==> config.mk <==
export PLATFORM = sky130hd
export DESIGN_NAME = wb_arbiter_2m_flat
export DESIGN_NICKNAME = d
export VERILOG_FILES = /design/src/rtl/wb_arbiter_2m_if.sv /design/src/rtl/wb_arbiter_2m.sv /design/src/flat_wrapper.sv
export SDC_FILE = /design/constraint.sdc
export NUM_CORES = 1
export LEC_CHECK = 0
export ABC_AREA = 1
export ABC_CLOCK_PERIOD_IN_PS = 1600
export BUFFER_PORTS_ARGS = -buffer_cell sky130_fd_sc_hd__buf_2
export CORE_AREA = 3 3 123 125
export CTS_CLUSTER_SIZE = 28
export DETAILED_ROUTE_END_ITERATION = 6
export DIE_AREA = 0 0 126 128
export PLACE_DENSITY_LB_ADDON = 0.12
export SETUP_SLACK_MARGIN = 0.02
export SKIP_CTS_REPAIR_TIMING = 1
export SLEW_MARGIN = 25
export SYNTH_ARGS = -nofsm -noshare
export SYNTH_HDL_FRONTEND = slang
export SYNTH_SLANG_ARGS = --single-unit
export TNS_END_PERCENT = 30
==> constraint.sdc <==
create_clock -name clk -period 1.6 [get_ports clk]
set_clock_uncertainty 0.15 [all_clocks]
set_input_delay 0 -clock clk [delete_from_list [all_inputs] [get_ports clk]]
set_output_delay 0 -clock clk [all_outputs]
set_load 0.05 [all_outputs]
==> src/rtl/wb_arbiter_2m_if.sv <==
// Wishbone bundle shared by the arbiter, its two requesters and the BlockRAM slave.
// 32-bit word address and data, 4-bit byte select.
interface wshb_if;
    logic        cyc;
    logic        stb;
    logic        we;
    logic [3:0]  sel;
    logic [31:0] adr;
    logic [31:0] dat_ms;
    logic [31:0] dat_sm;
    logic        ack;
    logic        err;

    modport master (
        output cyc, stb, we, sel, adr, dat_ms,
        input  dat_sm, ack, err
    );

    modport slave (
        input  cyc, stb, we, sel, adr, dat_ms,
        output dat_sm, ack, err
    );
endinterface

==> src/rtl/wb_arbiter_2m.sv <==
// Two-master round-robin Wishbone arbiter; grant is held for the whole bus cycle.
// Optional grant watchdog enabled by defining ARB_TIMEOUT_EN (limit set by TIMEOUT).
module wb_arbiter_2m #(
    parameter int TIMEOUT = 64
) (
    input  logic   clk,
    input  logic   rst,
    wshb_if.slave  wb_m0,
    wshb_if.slave  wb_m1,
    wshb_if.master wb_s
);

    typedef enum logic [1:0] {
        IDLE = 2'd0,
        GNT0 = 2'd1,
        GNT1 = 2'd2
    } state_t;

    state_t state_reg, state_next;
    logic   last_gnt_reg, last_gnt_next;
    logic   timeout_hit;

`ifdef ARB_TIMEOUT_EN
    localparam int CW = $clog2(TIMEOUT) + 1;

    logic [CW-1:0] wdt_reg, wdt_next;

    assign timeout_hit = (state_reg != IDLE) && (wdt_reg == CW'(TIMEOUT - 1));

    // Restart on every new grant and on every slave ack; count stalled owner cycles.
    always_comb begin
        wdt_next = wdt_reg;
        if (state_reg == IDLE || state_next != state_reg || wb_s.ack)
            wdt_next = '0;
        else
            wdt_next = wdt_reg + 1'b1;
    end

    always_ff @(posedge clk) begin
        if (rst)
            wdt_reg <= '0;
        else
            wdt_reg <= wdt_next;
    end
`else
    assign timeout_hit = 1'b0;
`endif

    always_comb begin
        state_next    = state_reg;
        last_gnt_next = last_gnt_reg;
        unique case (state_reg)
            IDLE: begin
                if (wb_m0.cyc && wb_m1.cyc)
                    state_next = last_gnt_reg ? GNT0 : GNT1;
                else if (wb_m0.cyc)
                    state_next = GNT0;
                else if (wb_m1.cyc)
                    state_next = GNT1;
            end
            GNT0: begin
                if (timeout_hit) begin
                    state_next    = IDLE;
                    last_gnt_next = 1'b0;
                end else if (!wb_m0.cyc) begin
                    last_gnt_next = 1'b0;
                    state_next    = wb_m1.cyc ? GNT1 : IDLE;
                end
            end
            GNT1: begin
                if (timeout_hit) begin
                    state_next    = IDLE;
                    last_gnt_next = 1'b1;
                end else if (!wb_m1.cyc) begin
                    last_gnt_next = 1'b1;
                    state_next    = wb_m0.cyc ? GNT0 : IDLE;
                end
            end
            default: state_next = IDLE;
        endcase
    end

    always_ff @(posedge clk) begin
        if (rst) begin
            state_reg    <= IDLE;
            last_gnt_reg <= 1'b1;
        end else begin
            state_reg    <= state_next;
            last_gnt_reg <= last_gnt_next;
        end
    end

    // Pure routing: nothing reaches the slave in IDLE, slave responses go only to the owner.
    always_comb begin
        wb_s.cyc     = 1'b0;
        wb_s.stb     = 1'b0;
        wb_s.we      = 1'b0;
        wb_s.sel     = 4'h0;
        wb_s.adr     = 32'h0;
        wb_s.dat_ms  = 32'h0;
        wb_m0.dat_sm = 32'h0;
        wb_m0.ack    = 1'b0;
        wb_m0.err    = 1'b0;
        wb_m1.dat_sm = 32'h0;
        wb_m1.ack    = 1'b0;
        wb_m1.err    = 1'b0;
        unique case (state_reg)
            GNT0: begin
                wb_s.cyc     = wb_m0.cyc && !timeout_hit;
                wb_s.stb     = wb_m0.stb && !timeout_hit;
                wb_s.we      = wb_m0.we;
                wb_s.sel     = wb_m0.sel;
                wb_s.adr     = wb_m0.adr;
                wb_s.dat_ms  = wb_m0.dat_ms;
                wb_m0.dat_sm = wb_s.dat_sm;
                wb_m0.ack    = wb_s.ack;
                wb_m0.err    = wb_s.err || timeout_hit;
            end
            GNT1: begin
                wb_s.cyc     = wb_m1.cyc && !timeout_hit;
                wb_s.stb     = wb_m1.stb && !timeout_hit;
                wb_s.we      = wb_m1.we;
                wb_s.sel     = wb_m1.sel;
                wb_s.adr     = wb_m1.adr;
                wb_s.dat_ms  = wb_m1.dat_ms;
                wb_m1.dat_sm = wb_s.dat_sm;
                wb_m1.ack    = wb_s.ack;
                wb_m1.err    = wb_s.err || timeout_hit;
            end
            default: ;
        endcase
    end

endmodule
==> src/flat_wrapper.sv <==
// flat-port wrapper written by rule: the top's interface ports become plain ports
module wb_arbiter_2m_flat 
#(
    parameter int TIMEOUT = 64
)
  (clk, rst, wb_m0_cyc, wb_m0_stb, wb_m0_we, wb_m0_sel, wb_m0_adr, wb_m0_dat_ms, wb_m0_dat_sm, wb_m0_ack, wb_m0_err, wb_m1_cyc, wb_m1_stb, wb_m1_we, wb_m1_sel, wb_m1_adr, wb_m1_dat_ms, wb_m1_dat_sm, wb_m1_ack, wb_m1_err, wb_s_cyc, wb_s_stb, wb_s_we, wb_s_sel, wb_s_adr, wb_s_dat_ms, wb_s_dat_sm, wb_s_ack, wb_s_err);
  wshb_if wb_m0_i ();
  wshb_if wb_m1_i ();
  wshb_if wb_s_i ();
  input  logic clk;
  input  logic rst;
  input wire logic [$bits(wb_m0_i.cyc)-1:0] wb_m0_cyc;
  input wire logic [$bits(wb_m0_i.stb)-1:0] wb_m0_stb;
  input wire logic [$bits(wb_m0_i.we)-1:0] wb_m0_we;
  input wire logic [$bits(wb_m0_i.sel)-1:0] wb_m0_sel;
  input wire logic [$bits(wb_m0_i.adr)-1:0] wb_m0_adr;
  input wire logic [$bits(wb_m0_i.dat_ms)-1:0] wb_m0_dat_ms;
  output wire logic [$bits(wb_m0_i.dat_sm)-1:0] wb_m0_dat_sm;
  output wire logic [$bits(wb_m0_i.ack)-1:0] wb_m0_ack;
  output wire logic [$bits(wb_m0_i.err)-1:0] wb_m0_err;
  input wire logic [$bits(wb_m1_i.cyc)-1:0] wb_m1_cyc;
  input wire logic [$bits(wb_m1_i.stb)-1:0] wb_m1_stb;
  input wire logic [$bits(wb_m1_i.we)-1:0] wb_m1_we;
  input wire logic [$bits(wb_m1_i.sel)-1:0] wb_m1_sel;
  input wire logic [$bits(wb_m1_i.adr)-1:0] wb_m1_adr;
  input wire logic [$bits(wb_m1_i.dat_ms)-1:0] wb_m1_dat_ms;
  output wire logic [$bits(wb_m1_i.dat_sm)-1:0] wb_m1_dat_sm;
  output wire logic [$bits(wb_m1_i.ack)-1:0] wb_m1_ack;
  output wire logic [$bits(wb_m1_i.err)-1:0] wb_m1_err;
  output wire logic [$bits(wb_s_i.cyc)-1:0] wb_s_cyc;
  output wire logic [$bits(wb_s_i.stb)-1:0] wb_s_stb;
  output wire logic [$bits(wb_s_i.we)-1:0] wb_s_we;
  output wire logic [$bits(wb_s_i.sel)-1:0] wb_s_sel;
  output wire logic [$bits(wb_s_i.adr)-1:0] wb_s_adr;
  output wire logic [$bits(wb_s_i.dat_ms)-1:0] wb_s_dat_ms;
  input wire logic [$bits(wb_s_i.dat_sm)-1:0] wb_s_dat_sm;
  input wire logic [$bits(wb_s_i.ack)-1:0] wb_s_ack;
  input wire logic [$bits(wb_s_i.err)-1:0] wb_s_err;
  assign wb_m0_i.cyc = wb_m0_cyc;
  assign wb_m0_i.stb = wb_m0_stb;
  assign wb_m0_i.we = wb_m0_we;
  assign wb_m0_i.sel = wb_m0_sel;
  assign wb_m0_i.adr = wb_m0_adr;
  assign wb_m0_i.dat_ms = wb_m0_dat_ms;
  assign wb_m0_dat_sm = wb_m0_i.dat_sm;
  assign wb_m0_ack = wb_m0_i.ack;
  assign wb_m0_err = wb_m0_i.err;
  assign wb_m1_i.cyc = wb_m1_cyc;
  assign wb_m1_i.stb = wb_m1_stb;
  assign wb_m1_i.we = wb_m1_we;
  assign wb_m1_i.sel = wb_m1_sel;
  assign wb_m1_i.adr = wb_m1_adr;
  assign wb_m1_i.dat_ms = wb_m1_dat_ms;
  assign wb_m1_dat_sm = wb_m1_i.dat_sm;
  assign wb_m1_ack = wb_m1_i.ack;
  assign wb_m1_err = wb_m1_i.err;
  assign wb_s_cyc = wb_s_i.cyc;
  assign wb_s_stb = wb_s_i.stb;
  assign wb_s_we = wb_s_i.we;
  assign wb_s_sel = wb_s_i.sel;
  assign wb_s_adr = wb_s_i.adr;
  assign wb_s_dat_ms = wb_s_i.dat_ms;
  assign wb_s_i.dat_sm = wb_s_dat_sm;
  assign wb_s_i.ack = wb_s_ack;
  assign wb_s_i.err = wb_s_err;
  wb_arbiter_2m #(.TIMEOUT(TIMEOUT)) u_core (.clk(clk), .rst(rst), .wb_m0(wb_m0_i), .wb_m1(wb_m1_i), .wb_s(wb_s_i));
endmodule
==> impl_metrics.py, run 1 <==
metrics = {
    "outcome": {
        "outcome": "complete, but fails checks",
        "violations": "negative setup slack",
    },
    "detailed_routing": {
        "drt_iter0_drc": 73,
        "drt.antenna.violating_nets": 0,
        "vias": 3764,
        "routed_wl_mm": 13.23,
        "post_drt_via_cell_ratio": 4.069,
        "firstDrtPassIters": 4,
        "drc": 0,
        "wire_per_inst_um": 14.30,
    },
    "finish": {
        "layout-drive-gt1-share_pct": 56.78,
        "diodes": 0,
        "largest_register_ff_count": 2,
        "nNetsFinal": 929,
        "utilization_pct": 36.19,
        "postLayoutCellArea_mm2": 0.005062,
        "syn_to_final_growth_pct": 166.9,
    },
    "placed_design": {
        "port_buffers": 316,
        "post-place-ws_ps": -123.3,
        "hpwl_mm": 9.024,
        "dpl_cell_area_mm2": 0.003800,
        "gp_congestion": 0.8676,
    },
    "worst_setup_path": {
        "crit_chain": "inv_4, ha_4, buf_12, clkbuf_16, nand2_1, a21oi_1, buf_4",
        "cpMaxStageDelayCell": "dfxtp_4",
        "ff2ff_setup_slack_ps": 30,
        "required_ps": 1450,
        "worstSetupEndpointType": "output port",
        "critPathLaunchType": "flip-flop",
        "path_buf_inv": 4,
        "critPathMaxFanout": 8,
        "critical_path_class": "reg -> out",
        "arrival_ps": 1550,
        "cp_top_family": "buffers and inverters",
        "max_stage_delay_ps": 360,
    },
    "global_routing": {
        "grt_max_degree": 47,
        "busiest_layer": "met2",
        "antenna_found_initial": 2,
        "grt_overflow": 0,
        "use_met3_pct": 3.583,
        "grt_pass1_vias": 3478,
        "grt_use_met2_pct": 23.26,
        "grt_use_total_pct": 12.06,
        "grt_pass1_wl_mm": 16.27,
        "use_met1_pct": 13.06,
    },
    "synthesis": {
        "ys_ff_latch": 3,
        "synthCells": 419,
        "syn_area_per_cell_um2": 4.527,
        "syn_area_mm2": 0.001897,
        "synth_warnings": 0,
        "synth_cell_types": 15,
        "synth_seq_area_share_pct": 3.166,
        "synth.net_count": 602,
    },
    "sta": {
        "final.min_clock_period_ps": 1700,
        "tightest_slew_ps": 173.2,
        "maxSlewViolCount": 0,
        "fin_ws_ps": -99.77,
        "max_slew_margin_pct": 88.45,
        "fin_crit_sh_pct": 106.2,
        "hold_viol_final": 0,
        "hold_slack_ps": 61.26,
        "fmax_mhz": 588.3,
        "rsz0062_at_grt": "yes",
        "setup_viol": 106,
    },
    "pwr": {
        "netSwitchingPower_mw": 4.183,
        "p_sw_share_pct": 59.73,
        "clkPwrFrac_pct": 5.7,
        "p_total_mw": 7.003,
        "cellPowerDensity_mw_per_mm2": 1383,
        "combPwrFrac_pct": 92.4,
        "cellLeakagePower_nw": 2.863,
        "seqPwrFrac_pct": 1.9,
        "internal-power_mw": 2.820,
        "peakVddDrop_v": 0.0005590,
    },
    "cts": {
        "clkSinkCount": 3,
        "htreeDepth": 1,
        "clock_latency_ps": 220,
        "clockRootBuffer": "clkbuf_16",
        "cts_tree": "done",
        "clk_pin_slew_worst_paths_ps": 30,
        "clockBufferDepth": 2,
        "numCtsBuffers": 3,
    },
    "floorplanning": {
        "start_util_pct": 13.56,
        "rows": 43,
        "ios": 317,
        "die_height_um": 128,
        "die_x_um": 126,
        "die-area_mm2": 0.01613,
        "coreArea_mm2": 0.01399,
    },
    "hold_path": {
        "hp-class": "in -> reg",
    },
    "job": {
        "max_cap_viol_count": 0,
    },
}
synth_stat cells:
master,count,share of area (%)
ha_1,5,3.3
buf_6,4,2.4
clkbuf_1,5,0.99
buf_2,22,5.8
inv_1,73,14
a21oi_1,62,16
inv_2,3,0.59
nor2_1,5,0.99
nor2_4,1,0.59
dfxtp_1,3,3.2
nor2_2,1,0.33
nand2_1,208,41
a21oi_2,10,4.6
nand2_2,12,4.0
nand3_1,5,1.3
layout by cell type (no fill, tap or decap), types with 2 or more instances in the layout:
master     netlist  routed
nor2_4           1       2
nand2_1        208     206
inv_2            3       6
clkbuf_4         0      26
nor2_1           5       4
buf_12           0      15
a21oi_1         62      35
buf_2           22     177
nand3_1          5       5
buf_8            0       4
clkbuf_16        0      12
ha_4             0       3
buf_4            0      46
buf_6            4      75
inv_1           73      68
a21oi_2         10      37
nand2_2         12      13
inv_4            0       2
area by class of cell:
| class | instances | area [um^2] |
|---|---|---|
| inverters | 76 | 290.3 |
| clock buffers | 4 | 78.83 |
| repair buffers | 353 | 2867 |
| flip-flops and latches | 3 | 65.06 |
| fillers | 1504 | 8926 |
| multi-input cells | 309 | 1536 |
| well taps | 180 | 225.2 |
worst register-to-register path, cell delays in order (launching register included):
cell and delay [ps]:
dfxtp_4 380, inv_4 50, ha_4 170, buf_12 150
buf_6 120, nand2_2 60, nand2_4 60, nor2_1 120
nor2_1 50, nor2_1 80, nand2_1 50
metal layers:
metal / vias to the layer above / wire (um)
li1: 1887 / -
met5: - / 27
met3: 10 / 1088
met1: 1673 / 5040
met2: 190 / 6971
met4: 4 / 102
stage by stage:
step	setup TNS [ps]	cells
CTS	-21910	903
floorplan	-17180	419
finish	-6730	925
global route	-14880	925
global placement	-124.9	899
detailed placement	-233.5	899
cells by family after synthesis:
| family | count (synthesis) | synth area share [%] |
|---|---|---|
| adder cells (fa/ha/maj) | 5 | 3.298 |
| AND/OR/NAND/NOR | 232 | 48.35 |
| AO/OA/AOI/OAI | 72 | 20.98 |
| buffers and inverters | 107 | 24.21 |
| flip-flops | 3 | 3.166 |
worst paths after layout:
kind / end / cells after the start / startpoint
max: wb_s_adr[11] / 7 / u_core.state_reg[1]$_SDFFE_PP0P_
min: u_core.state_reg[0]$_SDFFE_PP0P_ / 5 / wb_m0_cyc
max reg2reg: u_core.last_gnt_reg$_SDFFE_PP1P_ / 10 / u_core.state_reg[1]$_SDFFE_PP0P_
min reg2reg: u_core.state_reg[1]$_SDFFE_PP0P_ / 2 / u_core.state_reg[1]$_SDFFE_PP0P_
power groups by stage:
stage / combinational (mW) / clock [mW] / sequential (mW)
3_5_place_dp: 4.85 / 0 / 0.121
5_1_grt: 6.87 / 0.418 / 0.143
2_1_floorplan: 3.43 / 0 / 0.118
6_report: 6.47 / 0.398 / 0.135
4_1_cts: 4.86 / 0.405 / 0.120
3_3_place_gp: 4.84 / 0 / 0.120
(Power assumes the default switching activity.)
==> inputs of run 2 (changes only) <==
- ABC_CLOCK_PERIOD_IN_PS: 1600 -> 2100
- RECOVER_POWER: default -> 25
- clock period: 1.6 -> 2.1 ns (I/O delays scaled with it)
==> impl_metrics.py, run 2 (synthesized netlist as in run 1, its figures left out) <==
metrics = {
    "floorplanning": {
        "rows": 43,
        "die_x_um": 126,
        "ios": 317,
        "start_util_pct": 13.56,
        "die_height_um": 128,
        "die-area_mm2": 0.01613,
        "coreArea_mm2": 0.01399,
    },
    "pwr": {
        "p_sw_share_pct": 70.10,
        "combPwrFrac_pct": 89.8,
        "p_total_mw": 3.857,
        "netSwitchingPower_mw": 2.703,
        "seqPwrFrac_pct": 2.5,
        "peakVddDrop_v": 0.0002913,
        "clkPwrFrac_pct": 7.7,
        "internal-power_mw": 1.153,
        "cellLeakagePower_nw": 2.541,
        "cellPowerDensity_mw_per_mm2": 1027,
    },
    "global_routing": {
        "grt_max_degree": 55,
        "grt_use_total_pct": 11.95,
        "grt_pass1_vias": 3389,
        "grt_pass1_wl_mm": 15.97,
        "antenna_found_initial": 3,
        "grt_overflow": 0,
    },
    "placed_design": {
        "gp_congestion": 0.8799,
        "hpwl_mm": 9.171,
        "port_buffers": 316,
        "post-place-ws_ps": 273.4,
    },
    "worst_setup_path": {
        "ff2ff_setup_slack_ps": 420,
        "critPathLaunchType": "flip-flop",
        "critPathMaxFanout": 54,
        "required_ps": 1950,
        "worstSetupEndpointType": "output port",
        "arrival_ps": 1820,
        "cp_top_family": "buffers and inverters",
        "max_stage_delay_ps": 340,
        "critical_path_class": "reg -> out",
        "crit_chain": "inv_1, ha_4, buf_12, nand2_1, a21oi_1, buf_2",
        "path_buf_inv": 3,
        "cpMaxStageDelayCell": "dfxtp_1",
    },
    "sta": {
        "tightest_slew_ps": 644.4,
        "fin_crit_sh_pct": 93.83,
        "finalSetupTns_ps": 0,
        "max_slew_margin_pct": 57.23,
        "hold_slack_ps": 46.06,
        "fin_ws_ps": 129.6,
        "hold_viol_final": 0,
        "rsz0062_at_grt": "yes",
        "maxSlewViolCount": 0,
        "setup_viol": 0,
        "fmax_mhz": 507.5,
        "final.min_clock_period_ps": 1970,
    },
    "cts": {
        "numCtsBuffers": 3,
        "cts_tree": "done",
        "clock_latency_ps": 220,
        "clk_pin_slew_worst_paths_ps": 30,
        "htreeDepth": 1,
        "clockRootBuffer": "clkbuf_16",
        "clockBufferDepth": 2,
        "clkSinkCount": 3,
    },
    "outcome": {
        "outcome": "finished clean",
    },
    "detailed_routing": {
        "firstDrtPassIters": 4,
        "vias": 3555,
        "drt.antenna.violating_nets": 0,
        "wire_per_inst_um": 11.90,
        "drt_iter0_drc": 65,
        "drc": 0,
        "routed_wl_mm": 10.66,
        "post_drt_via_cell_ratio": 3.968,
    },
    "finish": {
        "utilization_pct": 26.85,
        "diodes": 0,
        "nNetsFinal": 900,
        "syn_to_final_growth_pct": 98.02,
        "layout-drive-gt1-share_pct": 48.74,
        "final_cell_mix": "284 x buf_2, 209 x nand2_1, 73 x inv_1",
        "final_common_cell": "buf_2",
        "largest_register_ff_count": 2,
    },
    "job": {
        "max_cap_viol_count": 0,
    },
    "hold_path": {
        "hp-class": "in -> reg",
    },
}
## run 2: power by group through the flow
stage | Sequential, mW | Clock [mW] | Combinational, mW
floorplan | 0.0899 | 0 | 2.61
global placement | 0.0945 | 0 | 3.51
detailed placement | 0.0967 | 0 | 3.51
CTS | 0.0961 | 0.305 | 3.51
global route | 0.0991 | 0.315 | 3.74
finish | 0.0956 | 0.298 | 3.46
## run 2: path summary, 6_finish.rpt
check | depth (start not counted) | from | end
worst max-delay path | 6 | u_core.state_reg[1]$_SDFFE_PP0P_ | wb_s_dat_ms[11]
worst min-delay path | 5 | wb_m0_cyc | u_core.state_reg[0]$_SDFFE_PP0P_
worst max register to register | 7 | u_core.state_reg[0]$_SDFFE_PP0P_ | u_core.state_reg[0]$_SDFFE_PP0P_
worst min register to register | 2 | u_core.state_reg[1]$_SDFFE_PP0P_ | u_core.state_reg[1]$_SDFFE_PP0P_
## run 2: worst min-delay path, cell delays in order
cell and delay (ps):
buf_2 130, nand2_1 70, nand2_1 50, nand3_1 60
a21oi_1 60
## run 2: layout make-up
cell class	count	area, um^2
inverter	76	285.3
clock buffer	4	78.83
sequential	3	60.06
timing repair buffer	324	1724
multi-input combinational	309	1383
tap	180	225.2
fill	1634	10230
## run 2: stage by stage
| stage | cell area [um^2] | instances |
|---|---|---|
| after global routing | 3756 | 896 |
| final | 3756 | 896 |
| after CTS | 3754 | 895 |
| after global placement | 3675 | 891 |
| after floorplan | 1897 | 419 |
| after detailed placement | 3675 | 891 |
## run 2: metal layers
| layer | part of all wire, % | global-route usage (%) | up-vias |
|---|---|---|---|
| li1 | - | - | 1822 |
| met1 | 33 | 11.25 | 1521 |
| met2 | 55 | 24.44 | 194 |
| met3 | 11 | 4.750 | 12 |
| met4 | 0.70 | 1.893 | 6 |
| met5 | 0.42 | 0 | - |
==> inputs of run 3 (changes only) <==
- CELL_PAD_IN_SITES_DETAIL_PLACEMENT: default -> 0
- CELL_PAD_IN_SITES_GLOBAL_PLACEMENT: default -> 1
- CORE_AREA: 3 3 123 125 -> 3 3 120 122
- DIE_AREA: 0 0 126 128 -> 0 0 123 125
==> impl_metrics.py, run 3 (synthesized netlist as in run 1, its figures left out) <==
metrics = {
    "outcome": {
        "outcome": "finished clean",
    },
    "sta": {
        "fin_crit_sh_pct": 91.28,
        "max_slew_margin_pct": 60.69,
        "hold_viol_final": 0,
        "tightest_slew_ps": 592.2,
        "fmax_mhz": 521.7,
        "finalSetupTns_ps": 0,
        "setup_viol": 0,
        "rsz0062_at_grt": "yes",
        "maxSlewViolCount": 0,
        "final.min_clock_period_ps": 1917,
    },
    "finish": {
        "nNetsFinal": 901,
        "stdcell_count": 893,
        "layout-drive-gt1-share_pct": 49.23,
        "largest_register_ff_count": 2,
        "utilization_pct": 28.27,
        "final_common_cell": "buf_2",
        "syn_to_final_growth_pct": 98.15,
        "diodes": 0,
        "final_cell_mix": "286 x buf_2, 209 x nand2_1, 73 x inv_1",
    },
    "worst_setup_path": {
        "critPathLaunchType": "flip-flop",
        "ff2ff_setup_slack_ps": 440,
        "arrival_ps": 1770,
        "max_stage_delay_ps": 350,
        "crit_start": "u_core.state_reg[0]$_SDFFE_PP0P_",
        "r2r-start": "u_core.state_reg[0]$_SDFFE_PP0P_",
        "required_ps": 1950,
        "endpoint": "wb_s_dat_ms[15]",
        "r2r_end": "u_core.state_reg[1]$_SDFFE_PP0P_",
        "critical_path_class": "reg -> out",
        "r2r_cells": 7,
        "crit_chain": "inv_1, ha_2, buf_12, nand2_1, a21oi_1, buf_2",
        "worstSetupEndpointType": "output port",
        "cpMaxStageDelayCell": "dfxtp_1",
        "critPathMaxFanout": 69,
    },
    "placed_design": {
        "placed_cells": 888,
        "port_buffers": 316,
        "gp_congestion": 0.7770,
        "hpwl_mm": 8.803,
    },
    "global_routing": {
        "grt_pass1_wl_mm": 15.05,
        "antenna_found_initial": 0,
        "grt_overflow": 0,
        "grt_pass1_vias": 3211,
        "grt_max_degree": 70,
        "grt_use_total_pct": 11.95,
    },
    "hold_path": {
        "hp-class": "in -> reg",
        "min_from": "wb_m0_cyc",
    },
    "floorplanning": {
        "coreArea_mm2": 0.01330,
        "ios": 317,
        "rows": 42,
        "die-area_mm2": 0.01538,
        "die_height_um": 125,
        "die_x_um": 123,
        "start_util_pct": 14.27,
    },
    "detailed_routing": {
        "wire_per_inst_um": 11.70,
        "post_drt_via_cell_ratio": 3.905,
        "vias": 3487,
        "drc": 0,
        "drt_iter0_drc": 105,
        "firstDrtPassIters": 4,
        "routed_wl_mm": 10.45,
        "drt.antenna.violating_nets": 0,
    },
    "cts": {
        "htreeDepth": 1,
        "numCtsBuffers": 3,
        "clockRootBuffer": "clkbuf_16",
        "cts_tree": "done",
        "clockBufferDepth": 2,
        "clk_pin_slew_worst_paths_ps": 30,
        "clock_latency_ps": 220,
        "clkSinkCount": 3,
    },
    "pwr": {
        "cellLeakagePower_nw": 2.557,
        "peakVddDrop_v": 0.0003455,
        "p_total_mw": 3.872,
        "cellPowerDensity_mw_per_mm2": 1030,
    },
    "job": {
        "max_cap_viol_count": 0,
    },
}
[run 3: cell count changes in the layout (fill, tap and decap cells not counted)]
cell | before | now
buf_4 | 0 | 2
clkbuf_1 | 5 | 2
buf_6 | 2 | 1
clkbuf_2 | 27 | 28
buf_2 | 284 | 286
[run 3: worst min path at each step]
stage,slack (ps),to,cells past startpoint
after global routing,90,u_core.state_reg[0]$_SDFFE_PP0P_,5
after floorplan,-80,u_core.state_reg[0]$_SDFFE_PP0P_,1
after global placement,50,u_core.state_reg[0]$_SDFFE_PP0P_,2
after CTS,-170,u_core.state_reg[1]$_SDFFE_PP0P_,2
final,50,u_core.state_reg[0]$_SDFFE_PP0P_,5
after detailed placement,60,u_core.state_reg[1]$_SDFFE_PP0P_,2
[run 3: layout make-up]
class / count / area [um^2]
Fill cell: 1559 / 9537
Timing Repair Buffer: 325 / 1732
Tap cell: 176 / 220.2
Multi-Input combinational cell: 309 / 1383
Clock buffer: 4 / 78.83
Sequential cell: 3 / 60.06
Inverter: 76 / 285.3
[run 3: through the flow]
stage,cell area [um^2],hold slack (ps),setup slack (ps)
after floorplan,1897,-80.93,216.0
after global placement,3677,48.37,398.2
after detailed placement,3677,62.79,369.2
after CTS,3756,-172.1,123.6
after global routing,3759,85.45,14.70
final,3759,45.50,183.2
[run 3: power by group]
group	total, mW	internal, mW	switching (mW)
sequential	0.0955	0.0771	0.0184
clock	0.305	0.251	0.0540
combinational	3.47	0.831	2.64
[run 3: per-layer routing]
metal,routed length (um),track usage (%),vias up
li1,-,-,1823
met1,3355,10.83,1481
met2,5921,26.15,178
met3,1110,2.800,5
met4,58,1.433,0
met5,0,0,-
[run 3: worst max-delay path: cells and delay by family (launching register included)]
family / cells / cell delay [ps]
buffers and inverters: 3 / 670
DFF: 1 / 350
adders and majority gates: 1 / 230
AOI/OAI and AO/OA: 1 / 140
and+or+nand+nor: 1 / 110
